===== config.mk =====
export PLATFORM = sky130hd
export DESIGN_NAME = bus_phase_gen
export DESIGN_NICKNAME = d
export VERILOG_FILES = /design/src/rtl/bus_phase_gen.sv
export SDC_FILE = /design/constraint.sdc
export NUM_CORES = 1
export LEC_CHECK = 0
export ABC_AREA = 1
export CAP_MARGIN = 0
export CORE_MARGIN = 2
export CORE_UTILIZATION = 47
export DETAILED_ROUTE_END_ITERATION = 10
export PLACE_DENSITY = 0.89
export SYNTH_ARGS = -nofsm -noshare
export SYNTH_HDL_FRONTEND = slang
export SYNTH_SLANG_ARGS = --single-unit

===== constraint.sdc =====
create_clock -name clk32 -period 1.75 [get_ports clk32]
set_input_delay 0.2625 -clock clk32 [delete_from_list [all_inputs] [get_ports clk32]]
set_output_delay 0.2625 -clock clk32 [all_outputs]
set_load 0.01 [all_outputs]

===== src/rtl/bus_phase_gen.sv =====
// Bus-cycle timing generator: one phase counter feeds every divided level,
// strobe, select window and the bus-cycle count, with a wait-state freeze at HOLD_PH.
module bus_phase_gen #(
  parameter int PHASES   = 8,
  parameter int ADDR_ON  = 2,
  parameter int ADDR_OFF = 6,
  parameter int CYC_ON   = 3,
  parameter int CYC_OFF  = 7,
  parameter int LATCH_PH = 6,
  parameter int CPU_PH   = 3,
  parameter int HOLD_PH  = 5,
  parameter int RST_PH   = 0,
  parameter int CNT_W    = 16,
  localparam int PW      = $clog2(PHASES)
) (
  input  logic             clk32,
  input  logic             reset,
  input  logic             hold,
  input  logic             turbo,
  output logic [PW-1:0]    phase,
  output logic [PW-1:0]    div,
  output logic [PW-1:0]    div_en,
  output logic             addrsel,
  output logic             cycsel,
  output logic             latch,
  output logic             cpu_en,
  output logic             turbo_q,
  output logic             cyc_start,
  output logic             hold_ack,
  output logic [CNT_W-1:0] bus_cyc
);

  localparam int TURBO_PH = (CPU_PH + PHASES / 2) % PHASES;

  if (PHASES < 4 || (PHASES & (PHASES - 1)) != 0 ||
      !(ADDR_ON < ADDR_OFF && ADDR_OFF <= PHASES) ||
      !(CYC_ON < CYC_OFF && CYC_OFF <= PHASES)) begin : g_bad_params
    $error("bus_phase_gen: illegal PHASES or select window parameters");
  end

  logic [PW-1:0]    phase_q, phase_d;
  logic [PW-1:0]    div_en_q, div_en_d;
  logic             addrsel_q, addrsel_d, cycsel_q, cycsel_d;
  logic             latch_q, latch_d, cpu_en_q, cpu_en_d;
  logic             turbo_q_q, turbo_d;
  logic             cyc_start_q, cyc_start_d, hold_ack_q, hold_ack_d;
  logic [CNT_W-1:0] bus_cyc_q, bus_cyc_d;
  logic             adv, wrap;

  // Registers are loaded with the decode of the phase they will hold, so every
  // output lines up with phase; strobes carry adv so a frozen phase never repeats one.
  always_comb begin
    adv         = ~(hold & (phase_q == PW'(HOLD_PH)));
    wrap        = adv & (phase_q == PW'(PHASES - 1));
    phase_d     = adv ? phase_q + 1'b1 : phase_q;
    turbo_d     = wrap ? turbo : turbo_q_q;
    bus_cyc_d   = wrap ? bus_cyc_q + 1'b1 : bus_cyc_q;
    div_en_d    = '0;
    for (int i = 0; i < PW; i++) begin
      div_en_d[i] = adv & ~phase_d[i] &
                    ((phase_d & PW'((1 << i) - 1)) == PW'((1 << i) - 1));
    end
    addrsel_d   = (int'(phase_d) >= ADDR_ON) && (int'(phase_d) < ADDR_OFF);
    cycsel_d    = (int'(phase_d) >= CYC_ON) && (int'(phase_d) < CYC_OFF);
    latch_d     = adv & (phase_d == PW'(LATCH_PH));
    cpu_en_d    = adv & ((phase_d == PW'(CPU_PH)) |
                         (turbo_d & (phase_d == PW'(TURBO_PH))));
    cyc_start_d = wrap;
    hold_ack_d  = ~adv;
  end

  always_ff @(posedge clk32) begin
    if (reset) begin
      phase_q     <= PW'(RST_PH);
      div_en_q    <= '0;
      addrsel_q   <= 1'b0;
      cycsel_q    <= 1'b0;
      latch_q     <= 1'b0;
      cpu_en_q    <= 1'b0;
      turbo_q_q   <= 1'b0;
      cyc_start_q <= 1'b0;
      hold_ack_q  <= 1'b0;
      bus_cyc_q   <= '0;
    end else begin
      phase_q     <= phase_d;
      div_en_q    <= div_en_d;
      addrsel_q   <= addrsel_d;
      cycsel_q    <= cycsel_d;
      latch_q     <= latch_d;
      cpu_en_q    <= cpu_en_d;
      turbo_q_q   <= turbo_d;
      cyc_start_q <= cyc_start_d;
      hold_ack_q  <= hold_ack_d;
      bus_cyc_q   <= bus_cyc_d;
    end
  end

  assign phase     = phase_q;
  assign div       = phase_q;
  assign div_en    = div_en_q;
  assign addrsel   = addrsel_q;
  assign cycsel    = cycsel_q;
  assign latch     = latch_q;
  assign cpu_en    = cpu_en_q;
  assign turbo_q   = turbo_q_q;
  assign cyc_start = cyc_start_q;
  assign hold_ack  = hold_ack_q;
  assign bus_cyc   = bus_cyc_q;

endmodule


==> impl_results.md <==
* Global Route Usage Sum at 0.1850
* Post-Syn Instances at 177
* Crit path arrival time at 1350 ps
* Die width at 58.14 µm
* VDD IR max at 522.6 µV
* Skew-Pair Late Insertion Delay at 330 ps
* Crit end category: output pin
* Clock power share at 0.303
* Port bufs at 35
* FF+latch count, synth at 29
* Via count at 1194
* Gate power share at 0.149
* Fin worst setup slack at 135.1 ps
* Top cells by area, synth: dfxtp_1 42%, nand2_1 9.0%, ha_1 7.3%, nor2_1 6.8%, inv_1 6.3%
* Worst Setup Start Kind: register
* Die height at 58.14 µm
* Slew Limit Headroom at 0.8390
* Drt pass-1 iters at 4
* Switching pwr at 0.3320 mW
* Post-Route WL at 2.832 mm
* Cell family with most CP delay: buffers and inverters
* RR Startpoint: div[1]
* Hold-critical path depth at 2
* # DRC at 0
* Hold Crit Start: turbo_q
* Global-route wire length before repair at 4.609 mm
* Final number of max-transition violations at 0
* Post-CTS Hold Buffers at 0
* CTS Buf Count at 5
* Row count at 19
* Sequential fraction of the synthesis area at 0.4214
* Clk buf depth at 2
* IO Pins at 36
* Worst hold path type: reg -> reg
* Clk_skew at 11.07 ps
* CP max FO at 6
* Reg power frac at 0.548
* CTS tree: done
* Final setup vio count at 0
* Critical path buffers and inverters at 1
* Synth Warn # at 0
* Total gr overflow at 0
* Initial core utilization at 0.4953
* Vias per cell at 4.776
* Worst r2r path cells at 10
* Clk Tree Root Cell: clkbuf_4
* Clock sink count at 29
* Crit path required time at 1490 ps
* Setup TNS at 0 ps
* Period Utilization, post-route at 0.9228
* Core box area at 2781 µm²
* Post-layout util at 0.6532
* P_int at 0.9422 mW
* Avg Cell Area, Syn at 7.783 µm²
* Antenna fix cells at 0
* WL per Instance at 11.33 µm
* Synth cell types at 26
* DP Worst Slack at 52.36 ps
* Cell Pwr Density at 701.4 nW/µm²
* FF-to-FF End: addrsel
* Outcome: completed
* FMAX at 0.6192 GHz
* Syn nets at 189
* Pin count of the biggest net entering global routing at 12
* CTS resizes at 0
* Worst path max stage delay at 580 ps
* Setup CP Type: reg -> out
* Die area at 3380 µm²
* MaxCap Viol Count at 0
* RSZ-0062 raised after global routing: no
* Max FFs per register at 16
* Slew @ Worst Pin at 240.1 ps
* Min-Delay Endpoint: turbo_q
* P_leak at 0.7508 nW
* Area delta synth->final at 31.88%
* Nets at 230
* CP max stage cell: clkdlybuf4s50_1
* Crit path time final at 1615 ps
* Sw frac at 0.2606
* Initial antenna violation count at 0
* Antenna viol nets, final at 0
* Share of cells above drive strength 1 at 0.1324
* Gpl congestion at 0.8278
* Synth area leader: dfxtp_1
* Via count of the first global-routing pass at 1078
* Fin. Hold Viols at 0
* Post-DP HPWL at 2.068 mm
* Worst path cell trace: clkdlybuf4s50_1
* Reg2reg setup slack at 170 ps
* Mapped Area at 1378 µm²
* Synth top area share at 0.4214
* H-Tree Depth at 2
* Clock slew at reported path FFs at 90 ps
* Post-CTS setup buffer count at 0
* DRT iter0 DRCs at 39
-- kinds of logic (layout without fill, tap and decap cells) --
kind of cell | count (synthesis) | in the layout | synth area share
simple gates | 85 | 85 | 0.3188
buf+inv | 34 | 76 | 0.1008
flops | 29 | 29 | 0.4214
compound gates | 19 | 19 | 0.07357
fa+ha+maj | 8 | 8 | 0.07266
xor+xnor | 2 | 2 | 0.01272
-- per-layer routing --
| layer | track usage | part of all wire | up-vias |
|---|---|---|---|
| met5 | 0 | 0 | - |
| met4 | 0.08970 | 0.018 | 0 |
| met3 | 0.06027 | 0.047 | 6 |
| met2 | 0.2971 | 0.47 | 26 |
| met1 | 0.2227 | 0.46 | 529 |
| li1 | - | - | 633 |
-- synth_stat cells --
cell type	n
nor2_4	3
or2_1	1
nand2_2	1
o21ai_1	3
nand4_1	3
a211oi_1	1
nor2_2	3
nand3_4	1
a31o_1	1
nor3_1	2
inv_1	23
clkbuf_1	2
o21ai_0	2
inv_2	6
nand3_2	2
nand3_1	8
nor2_8	1
a21oi_1	12
nand2_8	1
nor3_2	1
xnor2_1	2
nand2_1	33
nor2_1	25
dfxtp_1	29
buf_4	3
ha_1	8
-- layout make-up --
class	instances	area [µm²]
fill	228	964.7
inverter	29	108.9
timing repair buffer	39	380.4
tap	31	38.79
sequential	29	581.8
multi-input combinational	114	658.1
clock buffer	8	48.80
-- power groups by stage --
stage                     combinational (mW)  sequential, mW  clock, mW
after floorplan                       0.0876           0.726          0
after global placement                 0.183           0.713          0
after detailed placement               0.192           0.712          0
after CTS                              0.193           0.698      0.390
after global routing                   0.210           0.701      0.428
final                                  0.190           0.698      0.386
-- per-stage QoR --
stage / hold slack [ps] / area, µm² / total power [mW] / std cells
2_1_floorplan: 343.6 / 1378 / 0.8139 / 177
3_3_place_gp: 481.0 / 1767 / 0.8963 / 242
3_5_place_dp: 484.7 / 1767 / 0.9040 / 242
4_1_cts: 498.5 / 1815 / 1.281 / 250
5_1_grt: 530.5 / 1817 / 1.339 / 250
6_report: 499.9 / 1817 / 1.274 / 250
-- layout by cell type, fill, tap and decap left out --
cell type / synthesis / final
nand2_8: 1 / 1
nor2_8: 1 / 1
clkbuf_1: 2 / 3
o21ai_1: 3 / 3
dfxtp_2: 0 / 1
buf_4: 3 / 4
nand4_1: 3 / 3
dfxtp_1: 29 / 28
a31o_1: 1 / 1
inv_2: 6 / 6
nor3_1: 2 / 2
nor2_2: 3 / 3
clkdlybuf4s50_1: 0 / 35
nand3_1: 8 / 8
nand2_1: 33 / 33
nand3_4: 1 / 1
nand2_2: 1 / 1
clkbuf_4: 0 / 5
nand3_2: 2 / 2
or2_1: 1 / 1
nor2_1: 25 / 25
xnor2_1: 2 / 2
a211oi_1: 1 / 1
inv_1: 23 / 23
nor2_4: 3 / 3
nor3_2: 1 / 1
ha_1: 8 / 8
o21ai_0: 2 / 2
a21oi_1: 12 / 12
-- worst max-delay path by stage --
stage               start          to  slack (ps)  cells past startpoint
2_1_floorplan      div[1]     addrsel          50                     10
3_5_place_dp         hold     addrsel          50                      9
5_1_grt            div[1]       latch          50                     10
4_1_cts            div[0]     addrsel          70                      8
3_3_place_gp         hold     addrsel         120                      9
6_report       bus_cyc[6]  bus_cyc[6]         140                      1
Note: power is estimated with default switching activity, not from simulation.
